==> config.mk <==
export PLATFORM = sky130hd
export DESIGN_NAME = pc_fetch_sequencer
export DESIGN_NICKNAME = d
export VERILOG_FILES = /design/src/rtl/pc_fetch_sequencer.sv
export SDC_FILE = /design/constraint.sdc
export NUM_CORES = 1
export LEC_CHECK = 0
export ABC_AREA = 1
export CAP_MARGIN = 15
export CORE_UTILIZATION = 40
export CTS_BUF_LIST = sky130_fd_sc_hd__clkbuf_4 sky130_fd_sc_hd__clkbuf_8
export DETAILED_ROUTE_END_ITERATION = 10
export HOLD_SLACK_MARGIN = 0.05
export PLACE_DENSITY = 0.73
export SETUP_SLACK_MARGIN = 0.1
export SYNTH_ARGS = -nofsm -noshare
export SYNTH_HDL_FRONTEND = slang
export SYNTH_SLANG_ARGS = --single-unit
==> constraint.sdc <==
create_clock -name clk -period 4.77 [get_ports clk]
set_clock_uncertainty 0.05 [all_clocks]
set_input_delay 0.954 -clock clk [delete_from_list [all_inputs] [get_ports clk]]
set_output_delay 0.954 -clock clk [all_outputs]
set_load 0.03 [all_outputs]
==> src/rtl/pc_fetch_sequencer.sv <==
// -----------------------------------------------------------------------------
// pc_fetch_sequencer
//
// Fetch-stage controller for a 64-bit, 5-stage pipeline. Each cycle it picks
// the next PC (sequential or branch target) and drives the write enables and
// bubble controls of the front-end pipeline registers. It resolves memory
// stalls, load-use hazards and taken branches. When a fetch would leave the
// legal program window it stops fetching, lets in-flight work retire for a
// fixed number of cycles, and then halts.
//
// Ports
//   clk            in   1      rising-edge clock
//   reset          in   1      synchronous, active-high
//   pc_cur         in   XLEN   current PC register value
//   branch_taken   in   1      EX stage resolved a taken branch/jump
//   branch_target  in   XLEN   EX stage target address
//   idex_mem_read  in   1      ID/EX instruction is a load
//   idex_rd        in   5      ID/EX destination register
//   ifid_rs1       in   5      IF/ID source register 1
//   ifid_rs2       in   5      IF/ID source register 2
//   mem_busy       in   1      memory not ready; freeze the front end
//   pc_next        out  XLEN   value to load into the PC register
//   pc_write       out  1      PC register write enable
//   ifid_write     out  1      IF/ID register write enable
//   ifid_flush     out  1      IF/ID becomes a bubble
//   idex_flush     out  1      ID/EX becomes a bubble
//   halted         out  1      registered; sequencer is in HALT
//   halt_cause     out  2      registered; 0 none, 1 PC beyond limit, 2 misaligned
//   stall_count    out  CNT_W  registered; saturating count of RUN stall cycles
// -----------------------------------------------------------------------------
module pc_fetch_sequencer #(
    parameter int XLEN         = 64,
    parameter int PC_LIMIT     = 260,
    parameter int DRAIN_CYCLES = 4,
    parameter int CNT_W        = 32
) (
    input  logic             clk,
    input  logic             reset,
    input  logic [XLEN-1:0]  pc_cur,
    input  logic             branch_taken,
    input  logic [XLEN-1:0]  branch_target,
    input  logic             idex_mem_read,
    input  logic [4:0]       idex_rd,
    input  logic [4:0]       ifid_rs1,
    input  logic [4:0]       ifid_rs2,
    input  logic             mem_busy,
    output logic [XLEN-1:0]  pc_next,
    output logic             pc_write,
    output logic             ifid_write,
    output logic             ifid_flush,
    output logic             idex_flush,
    output logic             halted,
    output logic [1:0]       halt_cause,
    output logic [CNT_W-1:0] stall_count
);

    localparam int DRAIN_W = (DRAIN_CYCLES > 1) ? $clog2(DRAIN_CYCLES) : 1;

    localparam logic [XLEN-1:0]    PC_LIMIT_V   = XLEN'(PC_LIMIT);
    localparam logic [DRAIN_W-1:0] DRAIN_LOAD   = DRAIN_W'(DRAIN_CYCLES - 1);
    localparam logic [CNT_W-1:0]   STALL_MAX    = '1;

    localparam logic [1:0] CAUSE_NONE  = 2'd0;
    localparam logic [1:0] CAUSE_LIMIT = 2'd1;
    localparam logic [1:0] CAUSE_ALIGN = 2'd2;

    typedef enum logic [1:0] {
        ST_RUN   = 2'd0,
        ST_DRAIN = 2'd1,
        ST_HALT  = 2'd2
    } state_t;

    state_t             state_q,       state_d;
    logic [DRAIN_W-1:0] drain_cnt_q,   drain_cnt_d;
    logic               halted_q,      halted_d;
    logic [1:0]         halt_cause_q,  halt_cause_d;
    logic [CNT_W-1:0]   stall_count_q, stall_count_d;

    // ------------------------------------------------------------------
    // Next-PC candidate and its legality. The +4 wraps modulo 2^XLEN;
    // a wrapped value is then judged by the same window check.
    // ------------------------------------------------------------------
    logic [XLEN-1:0] pc_cand;
    logic            cand_over_limit;
    logic            cand_misaligned;
    logic            cand_illegal;
    logic [1:0]      cand_cause;
    logic            load_use;

    always_comb begin
        pc_cand         = branch_taken ? branch_target : (pc_cur + XLEN'(4));
        cand_over_limit = (pc_cand > PC_LIMIT_V);
        cand_misaligned = (pc_cand[1:0] != 2'b00);
        cand_illegal    = cand_over_limit || cand_misaligned;
        // An address that is both out of range and misaligned reports the
        // range violation, as that is the more fundamental fault.
        cand_cause      = cand_over_limit ? CAUSE_LIMIT :
                          (cand_misaligned ? CAUSE_ALIGN : CAUSE_NONE);
        load_use        = idex_mem_read && (idex_rd != 5'd0) &&
                          ((idex_rd == ifid_rs1) || (idex_rd == ifid_rs2));
    end

    // ------------------------------------------------------------------
    // Next-state and output logic
    // ------------------------------------------------------------------
    always_comb begin
        state_d       = state_q;
        drain_cnt_d   = drain_cnt_q;
        halt_cause_d  = halt_cause_q;
        stall_count_d = stall_count_q;
        halted_d      = halted_q;

        pc_next    = pc_cand;
        pc_write   = 1'b0;
        ifid_write = 1'b0;
        ifid_flush = 1'b0;
        idex_flush = 1'b0;

        unique case (state_q)
            ST_RUN: begin
                if (mem_busy) begin
                    // Full freeze; any pending branch is still presented by
                    // EX and gets acted on once memory is ready.
                    if (stall_count_q != STALL_MAX) begin
                        stall_count_d = stall_count_q + CNT_W'(1);
                    end
                end else if (branch_taken || !load_use) begin
                    // Cases that would write the PC: taken branch (which
                    // overrides a load-use hazard) or straight-line fetch.
                    ifid_write = 1'b1;
                    ifid_flush = branch_taken;
                    idex_flush = branch_taken;
                    if (cand_illegal) begin
                        // Stop fetching; the IF/ID instruction still moves on
                        // but nothing new is fetched behind it.
                        pc_write     = 1'b0;
                        ifid_flush   = 1'b1;
                        state_d      = ST_DRAIN;
                        drain_cnt_d  = DRAIN_LOAD;
                        halt_cause_d = cand_cause;
                    end else begin
                        pc_write = 1'b1;
                    end
                end else begin
                    // Load-use: hold PC and IF/ID, inject one bubble into
                    // ID/EX. The load moves on, so the hazard clears next cycle.
                    idex_flush = 1'b1;
                    if (stall_count_q != STALL_MAX) begin
                        stall_count_d = stall_count_q + CNT_W'(1);
                    end
                end
            end

            ST_DRAIN: begin
                ifid_flush = 1'b1;
                ifid_write = 1'b1;
                if (mem_busy) begin
                    ifid_write = 1'b0;
                end else if (branch_taken && !cand_illegal) begin
                    // A late legal branch pulls the program back into range.
                    pc_write     = 1'b1;
                    idex_flush   = 1'b1;
                    halt_cause_d = CAUSE_NONE;
                    state_d      = ST_RUN;
                end else if (branch_taken) begin
                    // Illegal target: squash the wrong path and remember why
                    // the program is ending; the drain timer does not advance.
                    idex_flush   = 1'b1;
                    halt_cause_d = cand_cause;
                end else if (drain_cnt_q == '0) begin
                    state_d  = ST_HALT;
                    halted_d = 1'b1;
                end else begin
                    drain_cnt_d = drain_cnt_q - DRAIN_W'(1);
                end
            end

            ST_HALT: begin
                ifid_flush = 1'b1;
                idex_flush = 1'b1;
                halted_d   = 1'b1;
            end

            default: begin
                state_d = ST_RUN;
            end
        endcase

        // Reset overrides the front-end controls for as long as it is held.
        if (reset) begin
            pc_write   = 1'b0;
            ifid_write = 1'b0;
            ifid_flush = 1'b1;
            idex_flush = 1'b1;
        end
    end

    // ------------------------------------------------------------------
    // State registers
    // ------------------------------------------------------------------
    always_ff @(posedge clk) begin
        if (reset) begin
            state_q       <= ST_RUN;
            drain_cnt_q   <= '0;
            halted_q      <= 1'b0;
            halt_cause_q  <= CAUSE_NONE;
            stall_count_q <= '0;
        end else begin
            state_q       <= state_d;
            drain_cnt_q   <= drain_cnt_d;
            halted_q      <= halted_d;
            halt_cause_q  <= halt_cause_d;
            stall_count_q <= stall_count_d;
        end
    end

    assign halted      = halted_q;
    assign halt_cause  = halt_cause_q;
    assign stall_count = stall_count_q;

endmodule

==> out/results.ini, run 1 <==
[floorplan]
die_y_um = 124.2
start_util_pct = 41.11
rows = 44
io_pins = 251
die_area_um2 = 15430
core_area_um2 = 14530
die_w_um = 124.2

[place]
placed_area_um2 = 10460
gp_congestion = 0.9849
dp_slack_ns = -0.7456
portBuffers = 250
dp_hpwl_mm = 24.48

[logic_synthesis]
synth_edf_count = 0
syn_area_per_cell_um2 = 5.142
synth_cells = 1162
synth_ff_type = dfxtp_1
synth-seq-cells = 39
async_flop_share_pct = 0
ys_types = 41
synth-seq-area-share_pct = 13.07
synth_nets = 1317
yosys_warnings = 0
netlist_area_um2 = 5974

[timing]
slew-limit-headroom_pct = 67.98
slew_viol_final = 0
hold_viol_final = 0
worst_slack_ns = 0.2571
period_minus_slack_ns = 4.513
rsz0062_at_grt = no
tns_ns = 0
max_freq_ghz = 0.2216
final-setup-viol-count = 0
finalCritPeriodShare_pct = 94.61
worst_pin_slew_ns = 0.4766

[power]
leakagePower_nw = 5.172
seqPwrFrac_pct = 21.0
internal_power_mw = 1.044
power_mw = 1.790
comb_power_share_pct = 60.3
power_density_nw_per_um2 = 162.4
switching_share_pct = 41.67
max-vdd-ir-drop_mv = 0.3415
clock_power_share_pct = 18.7
p_sw_uw = 746.0

[run]
maxCapViolCount = 0

[worst_setup_path]
worstPathRequired_ns = 3.77
critPathArrivalTime_ns = 3.51
cpLargestDelayFamily = simple AND/OR/NAND/NOR gates
cp_max_fo = 3
slowest_stage = dlygate4sd2_1
crit_chain = dlygate4sd2_1 > nand2_2 > nor2_2 > buf_4 > inv_1 > nor2_2 > nand2_1 > o21ai_2 > nand3_2 > o21ai_2 > nand2_1 > nor2_4 > nand3_1 > nor2_2 > nand3_2 > o21ai_2 > inv_1 > o21ai_1 > nand2_1 > buf_6
end_kind = output pin
cp_slowest_stage_delay_ns = 0.36
worstSetupPathType = primary input to output pin
worst-path-buf-inv = 5
worst_setup_path_start_kind = primary input

[detailed_routing]
ant_nets = 0
routed_wl_mm = 29.15
remaining_drc_errors = 0
drt_pass1_iterations = 7
wire_per_inst_um = 15.75
via_count = 9576
drtIter0Drc = 822
vias_per_cell = 5.173

[clocking]
cts_buffers = 5
hold_buffers = 0
cts_root_buf = clkbuf_8
clkLatencyLatePin_ns = 0.29
cts_tree = built
cts.sinks = 39
clk_pin_slew_ns = 0.07
clock_path_buffers = 2
cts-htree-levels = 2

[global_routing]
grt_pass1_vias = 9359
grt_first_pass_wirelength_mm = 46.56
antenna_found_initial = 1
grt_max_degree = 29
grt_overflow = 0
grt_use_total_pct = 37.10

[final_layout]
fin_nets = 1820
fin_util_pct = 75.87
finish.instance_area_um2 = 11030
area_growth_pct = 84.57
drive_gt1_share_pct = 30.67

[worst_hold_path]
hp-class = register to register

[outcome]
status = finished clean

## registers in the layout, summed over array words and instances, names as in the netlist
name / count
stall_count: 32
drain_cnt_q: 2
state_q: 2
halted: 1
halt_cause: 2
## kinds of logic after synthesis
logic type      synth area share, %
simple gates                  62.47
buf+inv                       11.12
compound gates                8.796
flops                         13.07
xor+xnor                      3.079
fa+ha+maj                     1.466
## layer usage
metal	vias up	global-route usage [%]	routed length, µm
met2	464	63.31	13540
met5	-	0	0
met3	75	6.034	2336
li1	4689	-	-
met1	4348	46.01	12080
met4	0	15.17	1204
## worst register-to-register path, delay by kind of cell, from the launching register on
| family | cells | cell delay (ns) |
|---|---|---|
| and+or+nand+nor | 11 | 1.55 |
| AOI/OAI and AO/OA | 3 | 0.51 |
| DFF | 1 | 0.39 |
| buffers and inverters | 1 | 0.14 |
## final cells by class
| type | count | area, µm² |
|---|---|---|
| Fill cell | 1283 | 3507 |
| Tap cell | 184 | 230.2 |
| Clock buffer | 6 | 76.32 |
| Multi-Input combinational cell | 949 | 4911 |
| Antenna cell | 1 | 2.502 |
| Inverter | 154 | 580.6 |
| Timing Repair Buffer | 516 | 4385 |
| Clock inverter | 2 | 60.06 |
| Sequential cell | 39 | 780.7 |
## repair_timing
action,in CTS,in global routing
gates resized for setup,125,131
buffers inserted,14,6
hold endpoints to repair,0,0
pin swaps,34,24
setup endpoints to repair,4,2
## cell usage in the layout, fill, tap and decap left out, types with 2 or more instances in the layout
| cell | synthesis | final |
|---|---|---|
| a21oi_1 | 36 | 36 |
| a31oi_1 | 2 | 2 |
| and2_1 | 2 | 3 |
| buf_12 | 0 | 4 |
| buf_4 | 0 | 281 |
| buf_6 | 0 | 4 |
| bufinv_16 | 0 | 2 |
| clkbuf_2 | 0 | 27 |
| clkbuf_8 | 0 | 5 |
| clkdlybuf4s15_1 | 0 | 7 |
| clkdlybuf4s50_1 | 0 | 171 |
| dfxtp_1 | 39 | 39 |
| dlygate4sd2_1 | 0 | 11 |
| dlymetal6s2s_1 | 0 | 11 |
| ha_1 | 7 | 6 |
| inv_1 | 148 | 147 |
| inv_2 | 4 | 5 |
| nand2_1 | 400 | 366 |
| nand2_2 | 16 | 46 |
| nand2_4 | 1 | 5 |
| nand3_1 | 93 | 86 |
| nand3_2 | 3 | 10 |
| nand3b_1 | 16 | 16 |
| nand4_1 | 31 | 31 |
| nor2_1 | 165 | 120 |
| nor2_2 | 19 | 46 |
| nor2_4 | 10 | 28 |
| nor2_8 | 2 | 2 |
| nor3_1 | 20 | 20 |
| nor3b_1 | 3 | 3 |
| nor4_1 | 6 | 6 |
| o21a_1 | 2 | 2 |
| o21ai_0 | 33 | 24 |
| o21ai_1 | 13 | 15 |
| o21ai_2 | 2 | 9 |
| o21bai_1 | 6 | 6 |
| o31ai_1 | 2 | 2 |
| or2_2 | 31 | 31 |
| xnor2_1 | 6 | 6 |
| xor2_1 | 15 | 15 |
## cell usage after synthesis, types with 13 or more instances
master / number / area share (%)
a21oi_1: 36 / 3.0
dfxtp_1: 39 / 13
inv_1: 148 / 9.3
nand2_1: 400 / 25
nand2_2: 16 / 1.7
nand3_1: 93 / 7.8
nand3b_1: 16 / 2.0
nand4_1: 31 / 3.2
nor2_1: 165 / 10
nor2_2: 19 / 2.0
nor3_1: 20 / 1.7
o21ai_0: 33 / 2.8
o21ai_1: 13 / 1.1
or2_2: 31 / 3.2
xor2_1: 15 / 2.2
## through the flow
| step | hold slack (ns) | instances |
|---|---|---|
| final | 0.4168 | 1851 |
| after global routing | 0.4419 | 1851 |
| after CTS | 0.4211 | 1844 |
| after detailed placement | 0.4101 | 1822 |
| after global placement | 0.3993 | 1822 |
| after floorplan | 0.3891 | 1162 |
## power groups by stage
stage | Sequential, mW | Clock, mW | Combinational (mW)
floorplan | 0.404 | 0 | 0.508
global placement | 0.383 | 0 | 1.04
detailed placement | 0.383 | 0 | 1.05
CTS | 0.377 | 0.340 | 1.06
global route | 0.380 | 0.356 | 1.17
finish | 0.377 | 0.334 | 1.08
## path summary, 6_finish.rpt
path                          startpoint                      endpoint  slack (ns)  depth (start not counted)
max                           pc_cur[34]                    ifid_flush        0.26                         20
min          drain_cnt_q[1]$_SDFFE_PP0P_   drain_cnt_q[1]$_SDFFE_PP0P_        0.42                          2
max reg2reg  stall_count[7]$_SDFFE_PP0P_  stall_count[22]$_SDFFE_PP0P_        2.07                         15
min reg2reg  drain_cnt_q[1]$_SDFFE_PP0P_   drain_cnt_q[1]$_SDFFE_PP0P_        0.42                          2
Note: power is estimated with default switching activity, not from simulation.
==> inputs of run 2 (changes only) <==
--- a/config.mk
+++ b/config.mk
@@ -13,6 +13,7 @@
 export HOLD_SLACK_MARGIN = 0.05
 export PLACE_DENSITY = 0.73
 export SETUP_SLACK_MARGIN = 0.1
+export SKIP_LAST_GASP = 1
 export SYNTH_ARGS = -nofsm -noshare
 export SYNTH_HDL_FRONTEND = slang
 export SYNTH_SLANG_ARGS = --single-unit
==> results of run 2 <==
The final DEF is identical to that of run 1; final timing and power are the same.
==> inputs of run 3 (changes only) <==
--- a/config.mk
+++ b/config.mk
@@ -7,11 +7,15 @@
 export LEC_CHECK = 0
 export ABC_AREA = 1
 export CAP_MARGIN = 15
-export CORE_UTILIZATION = 40
+export CELL_PAD_IN_SITES_DETAIL_PLACEMENT = 1
+export CELL_PAD_IN_SITES_GLOBAL_PLACEMENT = 2
+export CORE_UTILIZATION = 22
 export CTS_BUF_LIST = sky130_fd_sc_hd__clkbuf_4 sky130_fd_sc_hd__clkbuf_8
 export DETAILED_ROUTE_END_ITERATION = 10
+export GPL_ROUTABILITY_DRIVEN = 0
 export HOLD_SLACK_MARGIN = 0.05
-export PLACE_DENSITY = 0.73
+export PLACE_DENSITY = 0.86
+export REMOVE_ABC_BUFFERS = 1
 export SETUP_SLACK_MARGIN = 0.1
 export SKIP_LAST_GASP = 1
 export SYNTH_ARGS = -nofsm -noshare
==> out/results.ini, run 3 (synthesized netlist as in run 1, its figures left out) <==
[outcome]
status = finished clean

[worst_setup_path]
worstPathRequired_ns = 3.77
worst_setup_path_start_kind = primary input
end_kind = output pin
cp_max_fo = 4
critPathArrivalTime_ns = 3.58
worstSetupPathType = primary input to output pin

[final_layout]
fin_nets = 1842
drive_gt1_share_pct = 34.08
area_growth_pct = 90.78
finish.instance_area_um2 = 11400
final_common_cell = nand2_1
layout_common_cells = 353 x nand2_1, 304 x buf_4, 164 x clkdlybuf4s50_1, 145 x inv_1, 117 x nor2_1
largest_register_ffs = 32

[detailed_routing]
ant_nets = 0
routed_wl_mm = 35.18
remaining_drc_errors = 0
via_count = 9645
vias_per_cell = 4.768
drtIter0Drc = 484
drt_pass1_iterations = 5
wire_per_inst_um = 17.39

[timing]
finalCritPeriodShare_pct = 96.18
final-setup-viol-count = 0
slew-limit-headroom_pct = 68.47
rsz0062_at_grt = no
worst_pin_slew_ns = 0.4686
slew_viol_final = 0
max_freq_ghz = 0.2180
worst_slack_ns = 0.1823
worst_hold_slack_ns = 0.4237
period_minus_slack_ns = 4.588
hold_viol_final = 0

[clocking]
clkLatencyLatePin_ns = 0.30
clk_pin_slew_ns = 0.08
cts_tree = built
clock_path_buffers = 2
cts-htree-levels = 2
cts_buffers = 5
hold_buffers = 0
cts.sinks = 39
cts_root_buf = clkbuf_8

[place]
dp_hpwl_mm = 29.15
portBuffers = 250
placed_area_um2 = 10730
dp_slack_ns = -0.8439

[floorplan]
die_area_um2 = 27820
io_pins = 251
start_util_pct = 22.67
die_y_um = 166.8
die_w_um = 166.8
core_area_um2 = 26350
rows = 59

[global_routing]
grt_first_pass_wirelength_mm = 53.62
grt_max_degree = 51
antenna_found_initial = 1
grt_pass1_vias = 10010
grt_overflow = 0
grt_use_total_pct = 24.44

[power]
power_mw = 1.744
leakagePower_nw = 5.252
power_density_nw_per_um2 = 153.0
max-vdd-ir-drop_mv = 0.2322

[run]
maxCapViolCount = 0

[worst_hold_path]
hp-class = register to register

run 3: cell types whose count changed in the layout (fill, tap and decap cells not counted), moves of 4 or more:
cell / previous run / this run
clkdlybuf4s15_1: 7 / 3
dlygate4sd2_1: 11 / 7
nand2_2: 46 / 56
nand2_1: 366 / 353
clkbuf_2: 27 / 41
buf_4: 281 / 304
dlymetal6s2s_1: 11 / 5
nor2_4: 28 / 37
clkdlybuf4s50_1: 171 / 164
nor2_2: 46 / 40
run 3: metrics by stage:
| step | TNS [ns] | utilization [%] | cells |
|---|---|---|---|
| finish | 0 | 43.25 | 2023 |
| global route | 0 | 43.24 | 2022 |
| CTS | 0 | 42.97 | 2014 |
| detailed placement | -1.110 | 40.71 | 1986 |
| global placement | -1.111 | 40.71 | 1986 |
| floorplan | 0 | - | 1142 |
run 3: worst max-delay path, cell delays in order:
cell and delay (ns):
buf_2 0.12, buf_6 0.12, inv_2 0.05, nor2_4 0.20, nand2_4 0.12, nor2_4 0.22
buf_6 0.14, nand3_1 0.10, nand3_1 0.16, nand2_1 0.10, nor2_1 0.13, nand3_1 0.10
nor2_2 0.17, nand2_2 0.10, nor2_4 0.12, nand3_2 0.12, o21ai_2 0.14, inv_1 0.05
o21ai_1 0.11, nand2_1 0.09, buf_6 0.15
run 3: final cells by class:
cell class	instances	area (µm²)
Antenna cell	1	2.502
Clock buffer	6	82.58
Clock inverter	1	5.005
Fill cell	3573	14960
Inverter	154	583.1
Multi-Input combinational cell	949	5054
Sequential cell	39	780.7
Tap cell	335	419.2
Timing Repair Buffer	538	4472
run 3: routing by layer:
| metal | vias to the layer above | track usage (%) | routed length (µm) |
|---|---|---|---|
| met5 | - | 0 | 0 |
| met4 | 0 | 7.810 | 1069 |
| met3 | 61 | 3.232 | 1773 |
| met2 | 262 | 43.64 | 17190 |
| met1 | 4602 | 30.14 | 15150 |
| li1 | 4720 | - | - |
run 3: final timing paths:
kind	startpoint	slack, ns	cells after the start	to
max	pc_cur[2]	0.18	21	ifid_flush
min	stall_count[16]$_SDFFE_PP0P_	0.42	2	stall_count[16]$_SDFFE_PP0P_
max reg2reg	stall_count[6]$_SDFFE_PP0P_	1.86	12	stall_count[2]$_SDFFE_PP0P_
min reg2reg	stall_count[16]$_SDFFE_PP0P_	0.42	2	stall_count[16]$_SDFFE_PP0P_
run 3: repair_timing:
action | 4_1_cts | 5_1_grt
pin swaps | 34 | 31
gates cloned | 0 | 1
setup buffers | 21 | 7
setup endpoints to repair | 6 | 3
resized for setup | 191 | 144
run 3: power breakdown:
part	total [mW]	switching [mW]	internal (mW)
clock network	0.242	0.128	0.114
registers	0.381	0.0270	0.354
logic	1.12	0.638	0.483
total	1.74	0.793	0.951
